[src/rtl/otl_cfg_arb.sv]
// otl_cfg_arb: shares one otl_cfg_mem between the host bus bridge (requester 0)
// and the local engine (requester 1). The write port and the read port each
// have their own round-robin arbiter. The read side keeps one read
// outstanding, routes the response to its owner and gives up after a timeout.
module otl_cfg_arb #(
  parameter int DATAW      = 32,
  parameter int ADDRW      = 4,
  parameter int TMOW       = 4,
  parameter int TMO_CYCLES = 15
) (
  input  logic             clk,
  input  logic             reset,
  // requester 0 (host bus bridge)
  input  logic [ADDRW-1:0] m0_wr_addr,
  input  logic [DATAW-1:0] m0_wr_data,
  input  logic             m0_wr_valid,
  output logic             m0_wr_ready,
  input  logic [ADDRW-1:0] m0_rd_addr,
  input  logic             m0_rd_valid,
  output logic             m0_rd_ready,
  output logic [DATAW-1:0] m0_rsp_data,
  output logic             m0_rsp_valid,
  output logic             m0_rsp_err,
  // requester 1 (local engine)
  input  logic [ADDRW-1:0] m1_wr_addr,
  input  logic [DATAW-1:0] m1_wr_data,
  input  logic             m1_wr_valid,
  output logic             m1_wr_ready,
  input  logic [ADDRW-1:0] m1_rd_addr,
  input  logic             m1_rd_valid,
  output logic             m1_rd_ready,
  output logic [DATAW-1:0] m1_rsp_data,
  output logic             m1_rsp_valid,
  output logic             m1_rsp_err,
  // memory side
  output logic [ADDRW-1:0] mem_wraddr,
  output logic [DATAW-1:0] mem_wrdata,
  output logic             mem_wrvalid,
  input  logic             mem_wrready,
  output logic [ADDRW-1:0] mem_rdaddr,
  output logic             mem_rdready,
  input  logic [DATAW-1:0] mem_rddata,
  input  logic             mem_rdvalid
);

  typedef enum logic {
    RD_IDLE,
    RD_WAIT
  } rdState_e;

  localparam logic [TMOW-1:0] TMO_LAST = TMOW'(TMO_CYCLES - 1);

  rdState_e         rdState_q, rdState_d;
  logic             wrPtr_q, wrPtr_d;
  logic             rdPtr_q, rdPtr_d;
  logic             rdOwner_q, rdOwner_d;
  logic [TMOW-1:0]  tmoCnt_q, tmoCnt_d;
  logic [DATAW-1:0] rspData0_q, rspData0_d;
  logic [DATAW-1:0] rspData1_q, rspData1_d;
  logic             rspValid0_q, rspValid0_d;
  logic             rspValid1_q, rspValid1_d;
  logic             rspErr0_q, rspErr0_d;
  logic             rspErr1_q, rspErr1_d;

  logic             wrAny;
  logic             wrGrant0;
  logic             wrGrant1;
  logic             wrHandshake;
  logic             rdAny;
  logic             rdSel1;
  logic [ADDRW-1:0] rdSelAddr;
  logic             rdHazard;
  logic             rdIssue;
  logic             rdDone;
  logic [DATAW-1:0] rdRspData;
  logic             rdRspErr;

  // Write arbiter: a lone requester always wins, a tie goes to the favoured
  // requester, and a completed handshake hands the favour to the other side.
  always_comb begin
    wrAny       = m0_wr_valid | m1_wr_valid;
    wrGrant1    = m1_wr_valid & (~m0_wr_valid | wrPtr_q);
    wrGrant0    = m0_wr_valid & ~wrGrant1;
    wrHandshake = wrAny & mem_wrready & ~reset;
    mem_wrvalid = wrAny;
    mem_wraddr  = wrGrant1 ? m1_wr_addr : m0_wr_addr;
    mem_wrdata  = wrGrant1 ? m1_wr_data : m0_wr_data;
    m0_wr_ready = wrGrant0 & mem_wrready & ~reset;
    m1_wr_ready = wrGrant1 & mem_wrready & ~reset;
    wrPtr_d     = wrPtr_q;
    if (wrHandshake) begin
      wrPtr_d = wrGrant0;
    end
  end

  // Read FSM: pick a requester, hold off while a write hits the same address,
  // then wait for the memory or the timeout and route the result to the owner.
  always_comb begin
    rdAny       = m0_rd_valid | m1_rd_valid;
    rdSel1      = m1_rd_valid & (~m0_rd_valid | rdPtr_q);
    rdSelAddr   = rdSel1 ? m1_rd_addr : m0_rd_addr;
    rdHazard    = wrAny & (mem_wraddr == rdSelAddr);
    rdIssue     = (rdState_q == RD_IDLE) & rdAny & ~rdHazard & ~reset;
    mem_rdready = rdIssue;
    mem_rdaddr  = rdSelAddr;
    m0_rd_ready = rdIssue & ~rdSel1;
    m1_rd_ready = rdIssue & rdSel1;

    rdDone    = mem_rdvalid | (tmoCnt_q == TMO_LAST);
    rdRspData = mem_rdvalid ? mem_rddata : '0;
    rdRspErr  = ~mem_rdvalid;

    rdState_d   = rdState_q;
    rdPtr_d     = rdPtr_q;
    rdOwner_d   = rdOwner_q;
    tmoCnt_d    = tmoCnt_q;
    rspData0_d  = rspData0_q;
    rspData1_d  = rspData1_q;
    rspValid0_d = 1'b0;
    rspValid1_d = 1'b0;
    rspErr0_d   = 1'b0;
    rspErr1_d   = 1'b0;

    case (rdState_q)
      RD_IDLE: begin
        if (rdIssue) begin
          rdOwner_d = rdSel1;
          tmoCnt_d  = '0;
          rdPtr_d   = ~rdSel1;
          rdState_d = RD_WAIT;
        end
      end
      RD_WAIT: begin
        tmoCnt_d = tmoCnt_q + TMOW'(1);
        if (rdDone) begin
          rdState_d = RD_IDLE;
          if (rdOwner_q) begin
            rspData1_d  = rdRspData;
            rspValid1_d = 1'b1;
            rspErr1_d   = rdRspErr;
          end else begin
            rspData0_d  = rdRspData;
            rspValid0_d = 1'b1;
            rspErr0_d   = rdRspErr;
          end
        end
      end
      default: begin
        rdState_d = RD_IDLE;
      end
    endcase
  end

  // State registers; reset drops any outstanding read and pending response.
  always_ff @(posedge clk) begin
    if (reset) begin
      rdState_q   <= RD_IDLE;
      wrPtr_q     <= 1'b0;
      rdPtr_q     <= 1'b0;
      rdOwner_q   <= 1'b0;
      tmoCnt_q    <= '0;
      rspData0_q  <= '0;
      rspData1_q  <= '0;
      rspValid0_q <= 1'b0;
      rspValid1_q <= 1'b0;
      rspErr0_q   <= 1'b0;
      rspErr1_q   <= 1'b0;
    end else begin
      rdState_q   <= rdState_d;
      wrPtr_q     <= wrPtr_d;
      rdPtr_q     <= rdPtr_d;
      rdOwner_q   <= rdOwner_d;
      tmoCnt_q    <= tmoCnt_d;
      rspData0_q  <= rspData0_d;
      rspData1_q  <= rspData1_d;
      rspValid0_q <= rspValid0_d;
      rspValid1_q <= rspValid1_d;
      rspErr0_q   <= rspErr0_d;
      rspErr1_q   <= rspErr1_d;
    end
  end

  assign m0_rsp_data  = rspData0_q;
  assign m0_rsp_valid = rspValid0_q;
  assign m0_rsp_err   = rspErr0_q;
  assign m1_rsp_data  = rspData1_q;
  assign m1_rsp_valid = rspValid1_q;
  assign m1_rsp_err   = rspErr1_q;

endmodule

[config.mk]
export PLATFORM = sky130hd
export DESIGN_NAME = otl_cfg_arb
export DESIGN_NICKNAME = d
export VERILOG_FILES = /design/src/rtl/otl_cfg_arb.sv
export SDC_FILE = /design/constraint.sdc
export NUM_CORES = 1
export LEC_CHECK = 0
export BUFFER_PORTS_ARGS = -buffer_cell sky130_fd_sc_hd__buf_2
export CAP_MARGIN = 20
export CELL_PAD_IN_SITES_DETAIL_PLACEMENT = 0
export CELL_PAD_IN_SITES_GLOBAL_PLACEMENT = 2
export CORE_ASPECT_RATIO = 1.75
export CORE_MARGIN = 10
export CORE_UTILIZATION = 22
export CTS_BUF_LIST = sky130_fd_sc_hd__clkbuf_8 sky130_fd_sc_hd__clkbuf_16
export CTS_CLUSTER_SIZE = 10
export DETAILED_ROUTE_END_ITERATION = 12
export PLACE_DENSITY = 0.93
export SLEW_MARGIN = 15
export SYNTH_ARGS = -nofsm -noshare
export SYNTH_HDL_FRONTEND = slang
export SYNTH_SLANG_ARGS = --single-unit
[constraint.sdc]
create_clock -name clk -period 2.5 [get_ports clk]
set_clock_uncertainty 0.15 [all_clocks]
set_input_delay 0.5 -clock clk [delete_from_list [all_inputs] [get_ports clk]]
set_output_delay 0.5 -clock clk [all_outputs]
set_load 0.01 [all_outputs]
* After elaboration in Yosys (flattened, before gate mapping) *
Index checks and enable logic that the tools add are counted.

cells by class
  $add $sub $neg = 1
  multiply operators = 0
  div/mod/pow operators = 0
  magnitude comparators = 0
  eq/ne operators = 3
  shift operators = 0
  muxes and demuxes = 11
  bitwise operators = 30
  reduce and logical (&&, ||, !) cells = 6

operators with widths
  operator               number
  $mux W32               2
  $and A1 B1 Y1          15
  $mux W4                3
  $not A1 Y1             10
  $pmux W4 S2            1
  $reduce_or A4 Y1       2
  $reduce_and A3 Y1      2
  $or A1 B1 Y1           5
  $add A4 B1 Y4 const B  1
  $eq A4 B4 Y1           1
  $eq A4 B4 Y1 const B   1
  $mux W1                4
  $reduce_or A3 Y1       1
  $ne A2 B2 Y1 const B   1
  $pmux W1 S2            1
  $reduce_and A2 Y1      1

word-level totals
  bits in registers = 76
  latch bits = 0
  bits in writable memories = 0
  bits in read-only memories = 0
  input bits = 120
  output and inout port bits = 114
  memories kept = 0

* Longest topological paths before layout *
Gate-level depths: netlist (run 1).

  depth in word-level cells = 11
  mapped depth = 8
  gate-level depth less buffers = 7

* Worst setup path before layout (run 1) *
OpenSTA, ideal clock, no wires.

  path type = input to output
  start point = input port m1_wr_valid
  end point = output port m1_rd_ready
  arrival = 1782 ps
  data required time = 1850 ps
  slack = 68 ps
  cell stages on the path = 6
  cell sequence = buf_4 nand2_8 mux2_4 xnor2_4 a311o_2 nor2_1

on the way
  cells in the longest elaborated chain, start to end = 8

ends and longest elaborated chain
  item                        RTL line  text
  start: declaration          27        input logic m1_wr_valid,
  $and A1 B1 Y1               82        wrGrant1 = m1_wr_valid & (~m0_wr_valid | wrPtr_q);
  $mux W4                     86        mem_wraddr = wrGrant1 ? m1_wr_addr : m0_wr_addr;
  via mem_wraddr[2]           36        output logic [ADDRW-1:0] mem_wraddr,
  $eq A4 B4 Y1                102       rdHazard = wrAny & (mem_wraddr == rdSelAddr);
  $and A1 B1 Y1               102
  $not A1 Y1                  103       rdIssue = (rdState_q == RD_IDLE) & rdAny & ~rdHazard & ~reset;
  $and A1 B1 Y1 (2 in a row)  103
  $and A1 B1 Y1               107       m1_rd_ready = rdIssue & rdSel1;
  end: declaration            31        output logic m1_rd_ready,

The timed path passes the listed nets, and every way through them passes these cells.

* Worst setup path in the final report (run 1) *
  start point = register wrPtr_q
  end point = output port mem_rdready

on the way
  cells in the longest elaborated chain, start to end = 8

ends and longest elaborated chain
  item                        RTL line  text
  start: declaration          54        logic wrPtr_q, wrPtr_d;
  start signal: assignment    170       wrPtr_q <= wrPtr_d;
  $or A1 B1 Y1                82
  $and A1 B1 Y1               82
  $mux W4                     86
  $eq A4 B4 Y1                102
  $and A1 B1 Y1               102
  $not A1 Y1                  103
  $and A1 B1 Y1 (2 in a row)  103
  end: declaration            41        output logic mem_rdready,

Every way passes these cells.

==> results of run 1 <==
-- cell families after synthesis --
logic type	count (synthesis)	share of synthesized area (%)
simple gates	180	24.0
compound gates	91	16.0
flops	76	42.8
buf+inv	40	4.44
mux	34	11.0
xor+xnor	2	1.02
fa+ha+maj	2	0.705
-- routing by layer --
metal | vias to the layer above | GRT usage [%]
met5 | - | 0
met4 | 2 | 5.66
met3 | 25 | 6.46
met2 | 231 | 25.2
met1 | 1826 | 13.0
li1 | 1970 | -
-- stage by stage --
step                      hold slack [ps]  instances  instance area (µm²)
after global placement                289        838                 5010
after CTS                             275        856                 5360
after floorplan                       314        425                 3550
final                                 286        858                 5400
after detailed placement              293        838                 5010
after global routing                  287        858                 5400
-- timing repair --
action	4_1_cts	5_1_grt
hold endpoints to repair	0	0
pin swaps	1	1
setup endpoints to repair	35	35
gates resized for setup	4	4
hold buffers	0	0
setup buffers	2	2
-- power groups by stage --
stage	sequential [mW]	clock (mW)	combinational [mW]
2_1_floorplan	1.30	0	0.309
3_3_place_gp	1.30	0	0.615
3_5_place_dp	1.30	0	0.616
4_1_cts	1.27	1.46	0.624
5_1_grt	1.27	1.52	0.679
6_report	1.27	1.41	0.623
-- cell usage after synthesis, drive strengths merged --
cell type	count	area, µm²
ha	2	25.0
nor2	12	45.0
nor4	1	6.26
inv	6	22.5
a211o	2	17.5
nand3b	1	7.51
xnor2	1	27.5
buf	2	15.0
a311o	1	11.3
nand3	72	360
and2b	1	10.0
nor3b	1	7.51
clkbuf	32	120
mux2	34	390
nor2b	2	15.0
and4b	1	11.3
a211oi	1	12.5
dfxtp	76	1520
a21oi	67	339
nand4	5	31.3
a31o	1	8.76
xor2	1	8.76
o32ai	3	41.3
o22ai	1	6.26
nand2	77	308
nand2b	3	28.8
o21ai	6	41.3
a22oi	1	21.3
and3	1	6.26
a22o	3	26.3
a31oi	3	25.0
nor3	3	15.0
a311oi	2	17.5
-- sequential cells by signal (all words and copies together) (netlist names) --
signal and flops:
m1_rsp_data 32, m0_rsp_err 1, m0_rsp_valid 1, m0_rsp_data 32, m1_rsp_valid 1, rdOwner_q 1, rdPtr_q 1, rdState_q 1
m1_rsp_err 1, wrPtr_q 1, tmoCnt_q 4
-- worst register-to-register path: stages, from the launching register on --
cell,delay [ps]
dfxtp_4,360
nand2b_4,170
nand2_8,80
mux2_4,330
xnor2_4,150
a311o_2,350
buf_4,140
buf_4,120
buf_4,130
o32ai_2,100
-- cell type report --
cell class                 instances  area (µm²)
timing repair buffer             262        1380
sequential                        76        1530
clock buffer                      10         239
tap                              189         236
multi-input combinational        309        1900
clock inverter                     6        87.6
inverter                           6        22.5
fill                            1746       10500
-- worst paths after layout --
check	from	endpoint	depth (start not counted)
min	mem_wrready	wrPtr_q	2
max reg2reg	wrPtr_q	rdState_q	9
min reg2reg	m1_rsp_data[27]	m1_rsp_data[27]	2
max	wrPtr_q	mem_rdready	7
==> impl_metrics.ini, run 1 <==
[timing]
layout_setup_ws_ps = -171
slew_headroom_pct = 55.4
maxSlewViolCount = 0
timing.final.crit_share_pct = 107
fin_crit_ps = 2670
finalHoldViolations = 0
tns_ps = -439
worst-slew-pin-transition_ps = 669
setup_viol_count_final = 4
max_freq_mhz = 374
rsz0062_at_grt = yes

[cts]
root_buffer = clkbuf_16
clk_latency_ps = 330
clk_pin_slew_worst_paths_ps = 60
clockBufferDepth = 2
cts-htree-levels = 3
cts_num_sinks = 76
cts_buffers = 9
cts_tree = yes

[critical_path]
cp_cell_sequence = nand2b_4 > nand2_8 > mux2_4 > xnor2_4 > a311o_2 > nor2_1 > buf_2
crit_type = reg -> out
cp_top_family = flip-flops
start_kind = register
endpoint_kind = primary output
cp_max_fo = 4
cp_slowest_cell = dfxtp_4
r2r_slack_ps = 340
worst-path-buf-inv = 1
worstPathRequired_ps = 1850
cp_slowest_stage_delay_ps = 360
worstPathArrival_ps = 2020

[routing]
drc = 0
met3_wirelength_um = 1760
antenna_left = 0
drt-met1-wl_um = 5540
first_pass_iters = 4
routedWlPerCell_um = 18.4
wl_met2_um = 8130
drtIter0Drc = 177
vias = 4054
routed_wirelength_um = 15800
vias_per_cell = 4.72
dr.max_layer_used = met5

[logic_synthesis]
ys_types = 44
seq_area_frac_synth_pct = 42.8
syn_inst = 425
synthesis.nets = 547
synth-seq-cells = 76
yosysWarningCount = 0
syn_area_um2 = 3550
avgSynthCellArea_um2 = 8.36

[min_path]
hold_class = in -> reg

[global_routing]
grt_max_degree = 67
grt_pass1_wl_um = 23500
antenna_found_initial = 1
grt_pass1_vias = 4318
grt_usage_pct = 13.9
grt-ovfl-total = 0

[floorplanning]
floorplan.initialDensity_pct = 22.4
die_h_um = 188
core_um2 = 15900
num_rows = 61
io_pins = 234
die-area_um2 = 21800
dieWidth_um = 116

[power]
intPower_mw = 2.43
clockPowerShare_pct = 42.8
switchingPower_mw = 0.879
power_density_nw_per_um2 = 613
irDropWorstVdd_mv = 0.317
switching_share_pct = 26.6
totalPowerFinal_mw = 3.31
p_leak_nw = 2.47
seqPwrFrac_pct = 38.4
comb_power_share_pct = 18.8

[layout]
layout_commonest_cell = buf_2
layout_common_cells = 233 x buf_2, 75 x nand2_1, 74 x dfxtp_1
fin_nets = 786
drive_gt1_share_pct = 50.4
area_delta_synth_final_pct = 51.9
final_core_utilization_pct = 34.0
antenna_cells = 0

[flow_run]
drv_cap = 0

[place]
hpwlAfterDp_um = 12800
io_buffers = 233
gp_congestion = 0.918
place_ws_ps = -92.6

[outcome]
run_status = finished with violations
violations = setup timing
Power figures use the tool's default switching activity.
==> run 2, diff against run 1 <==
--- a/config.mk
+++ b/config.mk
@@ -16,6 +16,7 @@
 export CTS_CLUSTER_SIZE = 10
 export DETAILED_ROUTE_END_ITERATION = 12
 export PLACE_DENSITY = 0.93
+export SETUP_SLACK_MARGIN = 0.2
 export SLEW_MARGIN = 15
 export SYNTH_ARGS = -nofsm -noshare
 export SYNTH_HDL_FRONTEND = slang
==> run 2 against run 1 <==
The run still ends with setup timing left. Total power up 1.6%. Global-route usage up 0.054 points. Worst hold slack worse by 36 ps. Die area unchanged. Flip-flop and latch count unchanged. Largest cell class unchanged. Maximum frequency down 0.80%. Critical path type unchanged. Largest power group unchanged.
==> impl_metrics.ini, run 2 (synthesized netlist as in run 1, its figures left out) <==
[critical_path]
crit_type = reg -> out
worstPathArrival_ps = 2040
endpoint_kind = primary output
cp_max_fo = 4
start_kind = register
worstPathRequired_ps = 1850
rr_worst_depth = 8

[cts]
clk_pin_slew_worst_paths_ps = 60
cts_num_sinks = 76
clk_latency_ps = 330
clockBufferDepth = 2
ctsHoldBuffers = 0
cts_tree = yes
root_buffer = clkbuf_16
cts_buffers = 9
cts-htree-levels = 3

[place]
io_buffers = 233
hpwlAfterDp_um = 12500
gp_congestion = 0.867
place_ws_ps = -101

[outcome]
run_status = finished with violations
violations = setup timing

[timing]
slew_headroom_pct = 55.1
maxSlewViolCount = 0
setup_viol_count_final = 3
layout_setup_ws_ps = -193
worst_hold_slack_ps = 250
fin_crit_ps = 2690
finalHoldViolations = 0
timing.final.crit_share_pct = 108
max_freq_mhz = 371
rsz0062_at_grt = yes
tns_ps = -437
worst-slew-pin-transition_ps = 673

[routing]
drc = 0
vias = 4038
routed_wirelength_um = 15700
first_pass_iters = 4
antenna_left = 0
drtIter0Drc = 191
vias_per_cell = 4.69
routedWlPerCell_um = 18.3

[global_routing]
antenna_found_initial = 5
grt_usage_pct = 14.0
grt_max_degree = 67
grt-ovfl-total = 0
grt_pass1_wl_um = 23600
grt_pass1_vias = 4308

[power]
p_leak_nw = 2.50
totalPowerFinal_mw = 3.36
irDropWorstVdd_mv = 0.272
power_density_nw_per_um2 = 612

[layout]
drive_gt1_share_pct = 51.6
fillCellCount = 1736
multi_input_area_um2 = 1940
seqCellArea_um2 = 1530
layout_commonest_cell = buf_2
layout_common_cells = 232 x buf_2, 75 x nand2_1, 74 x dfxtp_1
fin_nets = 787
area_delta_synth_final_pct = 54.5

[min_path]
hold_depth = 2
hold_class = in -> reg

[floorplanning]
core_um2 = 15900
num_rows = 61
dieWidth_um = 116
io_pins = 234
die-area_um2 = 21800
floorplan.initialDensity_pct = 22.4
die_h_um = 188

[flow_run]
drv_cap = 0
## run 2: changes by cell type in the layout (fill, tap and decap cells not counted), sizes merged
cell      change
diode         +2
clkinvlp      -3
buf           +1
clkbuf        +2
clkinv        +1
## run 2: power breakdown
part	total [mW]	switching (mW)	internal [mW]	leakage (nW)
sequential	1.26	0.0191	1.24	0.616
clock	1.45	0.498	0.952	0.169
combinational	0.644	0.347	0.297	1.72
## run 2: per-layer routing
metal	share of wire [%]	global-route usage, %	vias up
li1	-	-	1980
met1	36	13.5	1818
met2	51	25.3	213
met3	11	6.42	23
met4	2.0	4.64	4
met5	0.22	0	-
## run 2: final cells by class
| cell class | count | area share [%] |
|---|---|---|
| inverters | 6 | 0.411 |
| flip-flops and latches | 76 | 27.9 |
| clock buffers | 12 | 4.86 |
| multi-input cells | 309 | 35.3 |
| well taps | 189 | 4.31 |
| diodes | 2 | 0.0912 |
| repair buffers | 263 | 25.8 |
| clock inverters | 4 | 1.28 |
## run 2: final timing paths
kind                                 startpoint               to  slack (ps)
worst min register to register  m0_rsp_data[19]  m0_rsp_data[19]         300
worst max register to register          rdPtr_q        rdState_q         420
worst max-delay path                    rdPtr_q      m1_rd_ready        -190
worst min-delay path                mem_wrready          wrPtr_q         250
## run 2: repair_timing
action,4_1_cts,5_1_grt
endpoints found under the setup margin,37,37
pin swaps,3,5
buffers inserted,2,5
resized for setup,8,6
## run 2: critical path, cell delays in order (launching register included)
cell and delay, ps:
dfxtp_4 350, nand2b_4 160, nand2_4 70, mux2_4 330
xnor2_4 140, a311o_2 420, nor2_2 100, buf_2 140
## run 2: metrics by stage
step                std cells  area, µm²  utilization, %
floorplan                 425       3590               -
global placement          836       5030            31.7
detailed placement        836       5030            31.7
CTS                       854       5420            34.1
global route              860       5480            34.5
finish                    861       5490            34.6
